## src/rtl/serial_add_seq.sv

```systemverilog
// serial_add_seq: bit-serial WIDTH-bit adder.
// One full-adder slice, built from two half adders and an OR, is reused once per cycle.
// Operands are processed LSB first, and a carry flop links successive bits.
// A start/busy/done handshake wraps the slice, and the result is held in output registers.
module serial_add_seq #(
  parameter int unsigned WIDTH = 8
) (
  input  logic             clk,
  input  logic             rst_n,
  input  logic             start,
  input  logic [WIDTH-1:0] a,
  input  logic [WIDTH-1:0] b,
  output logic             busy,
  output logic             done,
  output logic [WIDTH-1:0] sum,
  output logic             cout
);

  localparam int unsigned      CNT_W    = (WIDTH > 1) ? $clog2(WIDTH) : 1;
  localparam logic [CNT_W-1:0] CNT_LAST = CNT_W'(WIDTH - 1);

  localparam logic [1:0] ST_IDLE = 2'd0;
  localparam logic [1:0] ST_RUN  = 2'd1;
  localparam logic [1:0] ST_DONE = 2'd2;

  logic [1:0]       state_q,   state_d;
  logic [CNT_W-1:0] cnt_q,     cnt_d;
  logic             carry_q,   carry_d;
  logic [WIDTH-1:0] shift_a_q, shift_a_d;
  logic [WIDTH-1:0] shift_b_q, shift_b_d;
  logic [WIDTH-1:0] res_q,     res_d;
  logic [WIDTH-1:0] sum_q,     sum_d;
  logic             cout_q,    cout_d;
  logic             busy_q,    busy_d;
  logic             done_q,    done_d;

  logic x_c, y_c, s1_c, c1_c, s_c, c2_c, carry_nxt_c;

  // One-bit full adder made of two half adders plus an OR on the carries
  always_comb begin
    x_c         = shift_a_q[0];
    y_c         = shift_b_q[0];
    s1_c        = x_c ^ y_c;
    c1_c        = x_c & y_c;
    s_c         = s1_c ^ carry_q;
    c2_c        = s1_c & carry_q;
    carry_nxt_c = c1_c | c2_c;
  end

  // Next-state logic: sequencing, operand capture, bit shifting and result latch
  always_comb begin
    state_d   = state_q;
    cnt_d     = cnt_q;
    carry_d   = carry_q;
    shift_a_d = shift_a_q;
    shift_b_d = shift_b_q;
    res_d     = res_q;
    sum_d     = sum_q;
    cout_d    = cout_q;

    case (state_q)
      ST_IDLE: begin
        if (start) begin
          state_d   = ST_RUN;
          shift_a_d = a;
          shift_b_d = b;
          carry_d   = 1'b0;
          cnt_d     = '0;
          res_d     = '0;
        end
      end
      ST_RUN: begin
        carry_d   = carry_nxt_c;
        // New bit enters at the MSB; after WIDTH shifts bit 0 lands at position 0
        res_d     = (res_q >> 1) | (WIDTH'(s_c) << (WIDTH - 1));
        shift_a_d = shift_a_q >> 1;
        shift_b_d = shift_b_q >> 1;
        if (cnt_q == CNT_LAST) begin
          // Counter is held at its last value so it never wraps within an operation
          state_d = ST_DONE;
          sum_d   = res_d;
          cout_d  = carry_nxt_c;
        end else begin
          cnt_d = cnt_q + CNT_W'(1);
        end
      end
      ST_DONE: begin
        state_d = ST_IDLE;
      end
      default: begin
        state_d = ST_IDLE;
      end
    endcase

    busy_d = (state_d == ST_RUN);
    done_d = (state_d == ST_DONE);
  end

  // State and datapath registers, cleared asynchronously
  always_ff @(posedge clk or negedge rst_n) begin
    if (!rst_n) begin
      state_q   <= ST_IDLE;
      cnt_q     <= '0;
      carry_q   <= 1'b0;
      shift_a_q <= '0;
      shift_b_q <= '0;
      res_q     <= '0;
      sum_q     <= '0;
      cout_q    <= 1'b0;
      busy_q    <= 1'b0;
      done_q    <= 1'b0;
    end else begin
      state_q   <= state_d;
      cnt_q     <= cnt_d;
      carry_q   <= carry_d;
      shift_a_q <= shift_a_d;
      shift_b_q <= shift_b_d;
      res_q     <= res_d;
      sum_q     <= sum_d;
      cout_q    <= cout_d;
      busy_q    <= busy_d;
      done_q    <= done_d;
    end
  end

  assign busy = busy_q;
  assign done = done_q;
  assign sum  = sum_q;
  assign cout = cout_q;

endmodule
```

## config.mk

```make
export PLATFORM = sky130hd
export DESIGN_NAME = serial_add_seq
export DESIGN_NICKNAME = d
export VERILOG_FILES = /design/src/rtl/serial_add_seq.sv
export SDC_FILE = /design/constraint.sdc
export NUM_CORES = 1
export LEC_CHECK = 0
export CORE_MARGIN = 2
export CORE_UTILIZATION = 40
export CTS_CLUSTER_DIAMETER = 50
export DETAILED_ROUTE_END_ITERATION = 10
export HOLD_SLACK_MARGIN = 0.06
export PLACE_DENSITY = 0.71
export SYNTH_ARGS = -nofsm -noshare
export SYNTH_HDL_FRONTEND = slang
export SYNTH_SLANG_ARGS = --single-unit
```

## constraint.sdc

```tcl
create_clock -name clk -period 1.5 [get_ports clk]
set_input_delay 0.225 -clock clk [delete_from_list [all_inputs] [get_ports clk]]
set_output_delay 0.225 -clock clk [all_outputs]
set_load 0.01 [all_outputs]
```

==> impl_results.md, run 1 <==
* Post-synthesis cell area at roughly 1800 µm²
* Placer Congestion at around 0.82
* Die Span Y at slightly above 70 µm
* Worst-Margin Slew at 0.4520 ns
* Worst Setup End Kind: register
* Post-synth top area share at ~56%
* CP Cell Sequence: ha_2 -> ha_4 -> nand3b_4 -> mux2_2
* Vias in the first global route at between 1000 and 1500
* Design area at around 2300 µm²
* Port Buf Inserts at 29
* Startpoint types: register
* Count of cell types in the netlist at 24
* Final Max Slew Viols at 0
* Total design power at approximately 4.8 mW
* Final Hold Fails at 0
* CTS Sinks at 40
* Seq cells post-synth at 40
* Die outline area at approximately 5000 µm²
* HPWL Detailed at ~2700 µm
* ANT cells at 0
* Chip Width at 70.63 µm
* Antenna violations before repair at 0
* Clock root buffer master: clkbuf_8
* Routed WL per cell at 15.73 µm
* Cell Area, Placed at about 2100 µm²
* Setup Skew at around 0.004 ns
* FILL cells at approximately 380
* Largest net degree at the start of global routing at 25
* Vias at between 1000 and 1500
* Worst skew pair latency at ~0.29 ns
* Worst path max stage delay at between 0.3 and 0.4 ns
* Vias/cell at approximately 5.7
* Crit path max-delay cell type: dfrtp_1
* Longest Clk Path Bufs at 2
* Cells on worst reg2reg path at 4
* R2r endpoint: sum[0]
* Pwr dens at 2048 nW/µm²
* Final nets at 210
* Pleak at 1.041 nW
* Rows at 24
* Final wirelength at 3792 µm
* Max_cap viols at 0
* Worst-path clk slew at roughly 0.07 ns
* Peak supply drop at between 0.8 and 0.9 mV
* Post-synthesis sequential area ratio at a little under three fifths
* GRT Total Usage at between 10% and 20%
* Top post-synthesis cells by area: dfrtp_1 (56%), o32ai_1 (6.4%), a22o_1 (5.4%), o22ai_1 (4.9%), nor2_1 (3.6%)
* Final Cycle Share at 95.70%
* Worst min path class: input port to async pin
* Core Box Area at 4324 µm²
* Dpl cells at between 200 and 250
* CP required at between 1.5 and 2 ns
* Setup crit end: sum[0]
* Average cell area after synthesis at around 12 µm²
* FF-to-FF Start: cnt_q[1]
* Remaining DRCs at 0
* R2R setup slack at approximately 0.065 ns
* Relative slew slack at roughly 70%
* Boundary Pins at 30
* Total CTS buffers at 5
* Status: finished clean
* Highest Clock Rate at around 700 MHz
* RSZ-0062 raised after global routing: no
* Warnings from Yosys at 0
* Final Setup Violations at 0
* Net Count, Synth at approximately 170
* Worst EP arrival at around 1.6 ns
* Layout Cells excl Fill at between 200 and 250
* CTS H-Tree Depth at 2
* GR Overflow Total at 0
* First-pass GRT wire length at around 6600 µm
* Ratio of cells with drive above 1 in the final layout at a little over 20%
* Clock tree from TritonCTS: built
* Setup ws final at ~0.065 ns
* Cells after Synth at about 150
* Synth area leader: dfrtp_1
* Setup slack at placement at -0.1101 ns
* Area growth, synth to finish at 30.73%
* Critical path peak fanout at 13
* TritonRoute pass-1 iters at 4
* Routed Antenna Nets at 0
* Initial Util at between 40% and 50%
* Initial DRC count at 98
* Crit path launch: cnt_q[1]
* Period minus WS final at 1.435 ns
* Setup CP Type: register to register
==> routing by layer <==
metal | GRT usage, % | up-vias | part of all wire [%]
met1 | 21.98 | 687 | 43
met5 | 0 | - | 0
li1 | - | 630 | -
met4 | 5.241 | 0 | 1.2
met2 | 26.73 | 47 | 50
met3 | 5.271 | 7 | 5.4
==> how the worst min path moves through the flow <==
stage / endpoint / cells past startpoint
detailed placement: res_q[1] / 1
global placement: res_q[1] / 1
global route: state_q[1] / 2
floorplan: busy / 0
CTS: state_q[1] / 2
finish: res_q[1] / 2
==> report_power, final <==
group / switching (mW) / leakage (nW) / internal [mW]
clock network: 0.364 / 0.0645 / 0.587
registers: 0.387 / 0.493 / 1.56
logic: 0.810 / 0.483 / 1.04
total: 1.56 / 1.04 / 3.19
==> cells in the mapped netlist <==
library cell / n
fa_1: 1
inv_1: 7
o21bai_1: 1
buf_2: 5
o21ai_1: 2
nand2b_4: 1
nor2_1: 17
mux2_2: 4
mux2_4: 4
nand2b_1: 1
a22o_1: 11
o32ai_1: 13
nand3b_2: 1
buf_6: 5
o21ai_0: 6
nor2b_1: 2
nand2_1: 6
dfrtp_1: 40
or2_4: 1
ha_1: 2
buf_4: 1
nor3_1: 3
mux2i_1: 1
o22ai_1: 14
==> flip-flops by register name, indices dropped and copies added, names as in the netlist <==
signal,flops
cout,1
busy,1
shift_a_q,8
cnt_q,3
carry_q,1
res_q,7
shift_b_q,8
done,1
state_q,2
sum,8
==> critical path, delay by kind of cell (launching register included) <==
family                     cells  cell delay (ns)
DFF                            1             0.39
muxes                          1             0.37
adders and majority gates      2             0.37
and+or+nand+nor                1             0.18
==> logic make-up after synthesis <==
kind of cell / share of synthesized area [%]
muxes: 6.483
AOI/OAI and AO/OA: 19.45
adders and majority gates: 2.537
and+or+nand+nor: 8.668
buffers and inverters: 6.483
DFF: 56.38
==> per-stage QoR <==
stage	TNS, ns	util, %	hold slack (ns)
6_report	0	53.67	0.4039
2_1_floorplan	0	-	-0.07059
5_1_grt	0	53.67	0.4305
3_5_place_dp	-1.514	49.48	0.1869
3_3_place_gp	-0.4704	49.48	0.1753
4_1_cts	0	52.98	0.4149
==> repair_timing <==
action                                 in CTS  in global routing
pin swaps                                   0                  1
buffers inserted                            0                  1
hold buffers                                1                  0
gates resized for setup                     3                  6
setup endpoints to repair                   8                 20
endpoints found under the hold margin      16                  0
==> placed cells by master, fill, tap and decap left out, drive strengths merged <==
| cell | count |
|---|---|
| a22o | 11 |
| buf | 14 |
| bufinv | 1 |
| clkbuf | 7 |
| clkdlybuf4s50 | 28 |
| dfrtp | 40 |
| dlygate4sd3 | 1 |
| fa | 1 |
| ha | 2 |
| inv | 7 |
| mux2 | 8 |
| mux2i | 1 |
| nand2 | 6 |
| nand2b | 2 |
| nand3b | 1 |
| nor2 | 17 |
| nor2b | 2 |
| nor3 | 3 |
| o21ai | 8 |
| o21bai | 1 |
| o22ai | 14 |
| o32ai | 13 |
| or2 | 1 |
==> final cells by class <==
class                   count  area, µm²  area share, %
flip-flops and latches     40       1002          43.18
multi-input cells          91      691.9          29.81
repair buffers             43      409.1          17.63
clock buffers               7      96.34          4.151
well taps                  52      65.06          2.803
clock inverters             1      30.03          1.294
inverters                   7      26.28          1.132
Note: power is estimated with default switching activity, not from simulation.
==> run 2: changes to the inputs <==
Settings changed: ABC_CLOCK_PERIOD_IN_PS set to 1500, GPL_TIMING_DRIVEN set to 0, MAX_ROUTING_LAYER set to met4.
==> impl_results.md, run 2 (synthesis results as in run 1) <==
* Status: finished clean (unchanged)
* Chip Width at 70.63 µm (unchanged)
* Cells on worst reg2reg path at 5 (was 4)
* Largest net degree at the start of global routing at 41 (was 25)
* TritonRoute pass-1 iters at 4 (unchanged)
* Critical path peak fanout at 6 (was 13)
* Total design power at 4.657 mW (was 4.753 mW)
* Clock power share at 18.3% (was 20.0%)
* Register area at 1001 µm² (was 1002 µm²)
* Int Power at 3.103 mW (was 3.193 mW)
* Switching part of the total power at 33.38% (was 32.83%)
* Pwr dens at 2030 nW/µm² (was 2048 nW/µm²)
* Rows at 24 (unchanged)
* GRT busiest layer: met2 (unchanged)
* Remaining DRCs at 0 (unchanged)
* Initial DRC count at 101 (was 98)
* Die Span Y at 70.63 µm (unchanged)
* CP required at 1.68 ns (about the same)
* Antenna violations before repair at 0 (unchanged)
* First-pass GRT wire length at 6410 µm (was 6582 µm)
* Worst min path class: input port to async pin (unchanged)
* Area of the multi-input gates at 683.2 µm² (was 691.9 µm²)
* Setup CP Type: register to register (unchanged)
* Pleak at 1.031 nW (was 1.041 nW)
* Final nets at 209 (was 210)
* Worst Setup End Kind: register (unchanged)
* Met1 Track Usage GR at 20.65% (was 21.98%)
* Routed Antenna Nets at 0 (unchanged)
* Peak supply drop at 0.6568 mV (was 0.8228 mV)
* FILL cells at 389 (was 375)
* Final wirelength at 3789 µm (was 3792 µm)
* Grt met3 use at 5.271% (unchanged)
* Placer Congestion at 0.9263 (was 0.8240)
* GRT Total Usage at 17.08% (was 16.74%)
* Setup Skew at 0.004658 ns (was 0.004064 ns)
* Total CTS buffers at 5 (unchanged)
* Cell Area, Placed at 2126 µm² (was 2140 µm²)
* Boundary Pins at 30 (unchanged)
* CTS Sinks at 40 (unchanged)
* ANT cells at 0 (unchanged)
* Clock tree from TritonCTS: built (unchanged)
* GR Overflow Total at 0 (unchanged)
* Vias in the first global route at 1405 (was 1373)
* Relative slew slack at 40.45% (was 69.85%)
* Worst EP arrival at 1.66 ns (was 1.61 ns)
* Routed WL per cell at 15.79 µm (was 15.73 µm)
* Most frequent cells in the layout: dfrtp_1 (40), clkdlybuf4s50_1 (28), nor2_1 (17) (was dfrtp_1 (39), clkdlybuf4s50_1 (28), nor2_1 (16))
* Area growth, synth to finish at 29.18% (was 30.73%)
* Core Box Area at 4324 µm² (unchanged)
* TNS Setup at 0 ns (unchanged)
* Clock root buffer master: clkbuf_8 (unchanged)
* Highest Clock Rate at 676.0 MHz (was 696.7 MHz)
* Design area at 2293 µm² (was 2321 µm²)
* Comb pwr share at 40.7% (was 39.0%)
* Sw power at 1.554 mW (was 1.560 mW)
* Vias at 1341 (was 1371)
* Register share of total power at 41.0% (about the same)
* Final Cycle Share at 98.62% (was 95.70%)
* Initial Util at 41.06% (unchanged)
* Final Hold Fails at 0 (unchanged)
* Period minus WS final at 1.479 ns (was 1.435 ns)
* Worst-path clk slew at 0.08 ns (was 0.07 ns)
* Port Buf Inserts at 29 (unchanged)
* Worst skew pair latency at 0.29 ns (about the same)
* Ratio of cells with drive above 1 in the final layout at 18.09% (was 20.63%)
* Vias/cell at 5.588 (was 5.689)
* Max_cap viols at 0 (unchanged)
* Worst-Margin Slew at 0.8932 ns (was 0.4520 ns)
* Die outline area at 4988 µm² (unchanged)
* Met2 Use GR at 27.25% (was 26.73%)
* Final Max Slew Viols at 0 (unchanged)
* CTS hold repair buffers at 0 (was 1)
* Most common cell after layout, fill and taps aside: dfrtp_1 (unchanged)
* HPWL Detailed at 2581 µm (was 2682 µm)
* Startpoint types: register (unchanged)
* Longest Clk Path Bufs at 2 (unchanged)
* Final Setup Violations at 0 (unchanged)
* CTS H-Tree Depth at 2 (unchanged)
* RSZ-0062 raised after global routing: yes (was no)
run 2: area by class of cell:
class / count / share of cell area (%)
Buffer: 11 / 4.037
Clock buffer: 6 / 3.164
Clock inverter: 2 / 1.528
Inverter: 7 / 1.146
Multi-Input combinational cell: 91 / 29.79
Sequential cell: 40 / 43.64
Tap cell: 52 / 2.837
Timing Repair Buffer: 31 / 13.86
run 2: critical path: stages (launching register included):
cell and delay (ns):
dfrtp_1 0.39, ha_2 0.21, ha_4 0.17, nand3b_4 0.14, buf_8 0.17, mux2_4 0.29
run 2: power by group through the flow:
stage               combinational (mW)  clock [mW]  sequential (mW)
floorplan                         1.19           0             1.89
detailed placement                1.81           0             1.92
CTS                               1.85       0.882             1.92
finish                            1.89       0.853             1.91
global route                      2.08       0.939             1.97
global placement                  1.72           0             1.88
run 2: path summary, 6_finish.rpt:
check                          endpoint  slack [ns]  startpoint
setup / recovery                 sum[4]        0.02    cnt_q[0]
hold / removal                   sum[0]        0.06       rst_n
setup reg to reg                 sum[4]        0.02    cnt_q[0]
hold reg to reg                  sum[7]        0.49      sum[7]
max in group asynchronous  shift_b_q[5]        0.89       rst_n
min in group clk           shift_a_q[7]        0.49        a[7]
run 2: metrics by stage:
step                      util, %  setup WS (ns)  hold WS (ns)  instances
after floorplan                 -       0.002384      -0.07059        149
after global placement      49.28        -0.6909        0.4695        230
after detailed placement    49.16        -0.1425        0.3926        230
after CTS                   52.29        0.02193       0.06991        238
after global routing        53.04       -0.02238        0.1193        240
final                       53.04        0.02069       0.05913        240
run 2: routing by layer:
metal	vias up	part of all wire, %
met4	0	1.1
met2	59	49
met3	4	6.0
met1	653	43
met5	-	0
li1	625	-
run 2: repair_timing:
action                     CTS  global route
gates cloned                 0             1
setup buffers                0             1
gates resized for setup      5             0
setup endpoints to repair    7             4
pin swaps                    0             2
==> run 3: changes to the inputs <==
Settings changed: ABC_CLOCK_PERIOD_IN_PS 1500 to unset, PLACE_DENSITY 0.71 to 0.69, TNS_END_PERCENT set to 20.
Clock period 1.5 ns to 1.8 ns, I/O delays scaled along.
==> impl_results.md, run 3 (synthesis results as in run 1) <==
* Most used cell, CP: ha_1
* Vias in the first global route at 1379 (was 1405)
* CP top delay family: adder cells (was flip-flops)
* Final Max Slew Viols at 0 (unchanged)
* CTS H-Tree Depth at 2 (unchanged)
* Clock tree from TritonCTS: built (unchanged)
* Worst min path class: input port to async pin (unchanged)
* Final core occ at 51.24% (was 53.04%)
* Routed Antenna Nets at 0 (unchanged)
* Met2 Wirelength at 1784 µm (was 1871 µm)
* Initial DRC count at 76 (was 101)
* ANT cells at 0 (unchanged)
* CTS Sinks at 40 (unchanged)
* Dpl cells at 230 (unchanged)
* Worst EP arrival at 1.83 ns (was 1.66 ns)
* Highest Clock Rate at 605.3 MHz (was 676.0 MHz)
* Hold_ws at 0.1012 ns (was 0.05913 ns)
* Boundary Pins at 30 (unchanged)
* Worst-path clk slew at 0.07 ns (was 0.08 ns)
* Pleak at 0.9969 nW (was 1.031 nW)
* GRT Total Usage at 16.28% (was 17.08%)
* Initial Util at 41.06% (unchanged)
* Ratio of cells with drive above 1 in the final layout at 15.59% (was 18.09%)
* CTS hold repair buffers at 0 (unchanged)
* TNS Setup at 0 ns (unchanged)
* Setup Skew at 0.002719 ns (was 0.004658 ns)
* Design area at 2216 µm² (was 2293 µm²)
* Wire length on met3 at 206 µm (was 228 µm)
* HPWL Detailed at 2506 µm (was 2581 µm)
* Chip Width at 70.63 µm (unchanged)
* RSZ-0062 raised after global routing: no (was yes)
* Port Buf Inserts at 29 (unchanged)
* Antenna violations before repair at 0 (unchanged)
* CP required at 1.97 ns (was 1.68 ns)
* Most frequent cells in the layout: dfrtp_1 (40), clkdlybuf4s50_1 (28), nor2_1 (17) (unchanged)
* Most common cell after layout, fill and taps aside: dfrtp_1 (unchanged)
* Worst Setup End Kind: register (unchanged)
* Bufs and invs on worst path at 1 (unchanged)
* First-pass GRT wire length at 6258 µm (was 6410 µm)
* Total design power at 3.680 mW (was 4.657 mW)
* Rows at 24 (unchanged)
* WL met1 at 1564 µm (was 1645 µm)
* Status: finished clean (unchanged)
* Final nets at 207 (was 209)
* Vias/cell at 5.668 (was 5.588)
* Vias at 1349 (was 1341)
* Core Box Area at 4324 µm² (unchanged)
* Register area at 1001 µm² (unchanged)
* Worst path max stage delay at 0.42 ns (was 0.39 ns)
* Placer Congestion at 0.9216 (was 0.9263)
* Area growth, synth to finish at 24.81% (was 29.18%)
* FILL cells at 392 (was 389)
* Final wirelength at 3617 µm (was 3789 µm)
* Layout Cells excl Fill at 238 (was 240)
* Period minus WS final at 1.652 ns (was 1.479 ns)
* Pwr dens at 1661 nW/µm² (was 2030 nW/µm²)
* Cell Area, Placed at 2126 µm² (unchanged)
* Worst skew pair latency at 0.29 ns (about the same)
* Die Span Y at 70.63 µm (unchanged)
* Worst-Margin Slew at 0.8885 ns (was 0.8932 ns)
* Die outline area at 4988 µm² (unchanged)
* Largest net degree at the start of global routing at 41 (unchanged)
* Max_cap viols at 0 (unchanged)
* Clock root buffer master: clkbuf_8 (unchanged)
* Relative slew slack at 40.76% (was 40.45%)
* Final Hold Fails at 0 (unchanged)
* Final Cycle Share at 91.77% (was 98.62%)
* Setup slack at placement at 0.1450 ns (was -0.1425 ns)
* Startpoint types: register (unchanged)
* Remaining DRCs at 0 (unchanged)
* Critical path peak fanout at 10 (was 6)
* Total CTS buffers at 5 (unchanged)
* Setup ws final at 0.1481 ns (was 0.02069 ns)
* Resized Gates After CTS at 0 (was 5)
* Final Setup Violations at 0 (unchanged)
* Highest Signal Layer: met4 (unchanged)
* Crit path max-delay cell type: dfrtp_1 (unchanged)
* TritonRoute pass-1 iters at 4 (unchanged)
* Setup CP Type: register to register (unchanged)
* Area of the multi-input gates at 659.4 µm² (was 683.2 µm²)
* GR Overflow Total at 0 (unchanged)
* Post-CTS Setup Inserts at 0 (unchanged)
* Peak supply drop at 0.7041 mV (was 0.6568 mV)
* Routed WL per cell at 15.20 µm (was 15.79 µm)
* CP Cell Sequence: ha_1 -> ha_1 -> nand3b_2 -> buf_6 -> mux2_4 (was ha_2 -> ha_4 -> nand3b_4 -> buf_8 -> mux2_4)
* Longest Clk Path Bufs at 2 (unchanged)
-- run 3: cell count changes in the layout (fill, tap and decap cells not counted), sizes merged --
cell    delta
clkinv     -1
clkbuf     +1
bufinv     -1
buf        -1
-- run 3: metal layers --
metal | track usage [%] | up-vias
met5 | - | -
met1 | 19.82 | 668
met4 | 6.289 | 0
li1 | - | 623
met3 | 3.846 | 7
met2 | 26.42 | 51
-- run 3: where the power goes --
| group | internal [mW] | switching, mW | leakage [nW] |
|---|---|---|---|
| registers | 1.30 | 0.276 | 0.493 |
| logic | 0.819 | 0.680 | 0.458 |
| clock network | 0.312 | 0.291 | 0.0455 |
-- run 3: path summary, 6_finish.rpt --
check,start,endpoint,slack (ns),cells past startpoint
setup / recovery,cnt_q[0],sum[6],0.15,5
hold / removal,rst_n,res_q[1],0.10,1
setup reg to reg,cnt_q[0],sum[6],0.15,5
hold reg to reg,sum[7],sum[7],0.49,2
max in group asynchronous,rst_n,res_q[5],1.14,1
min in group clk,sum[7],sum[7],0.49,2
-- run 3: cell type report --
type	instances	share of cell area, %
inverters	7	1.186
repair buffers	29	12.87
flip-flops and latches	40	45.17
plain buffers	11	4.009
well taps	52	2.936
multi-input cells	91	29.76
clock buffers	8	4.065
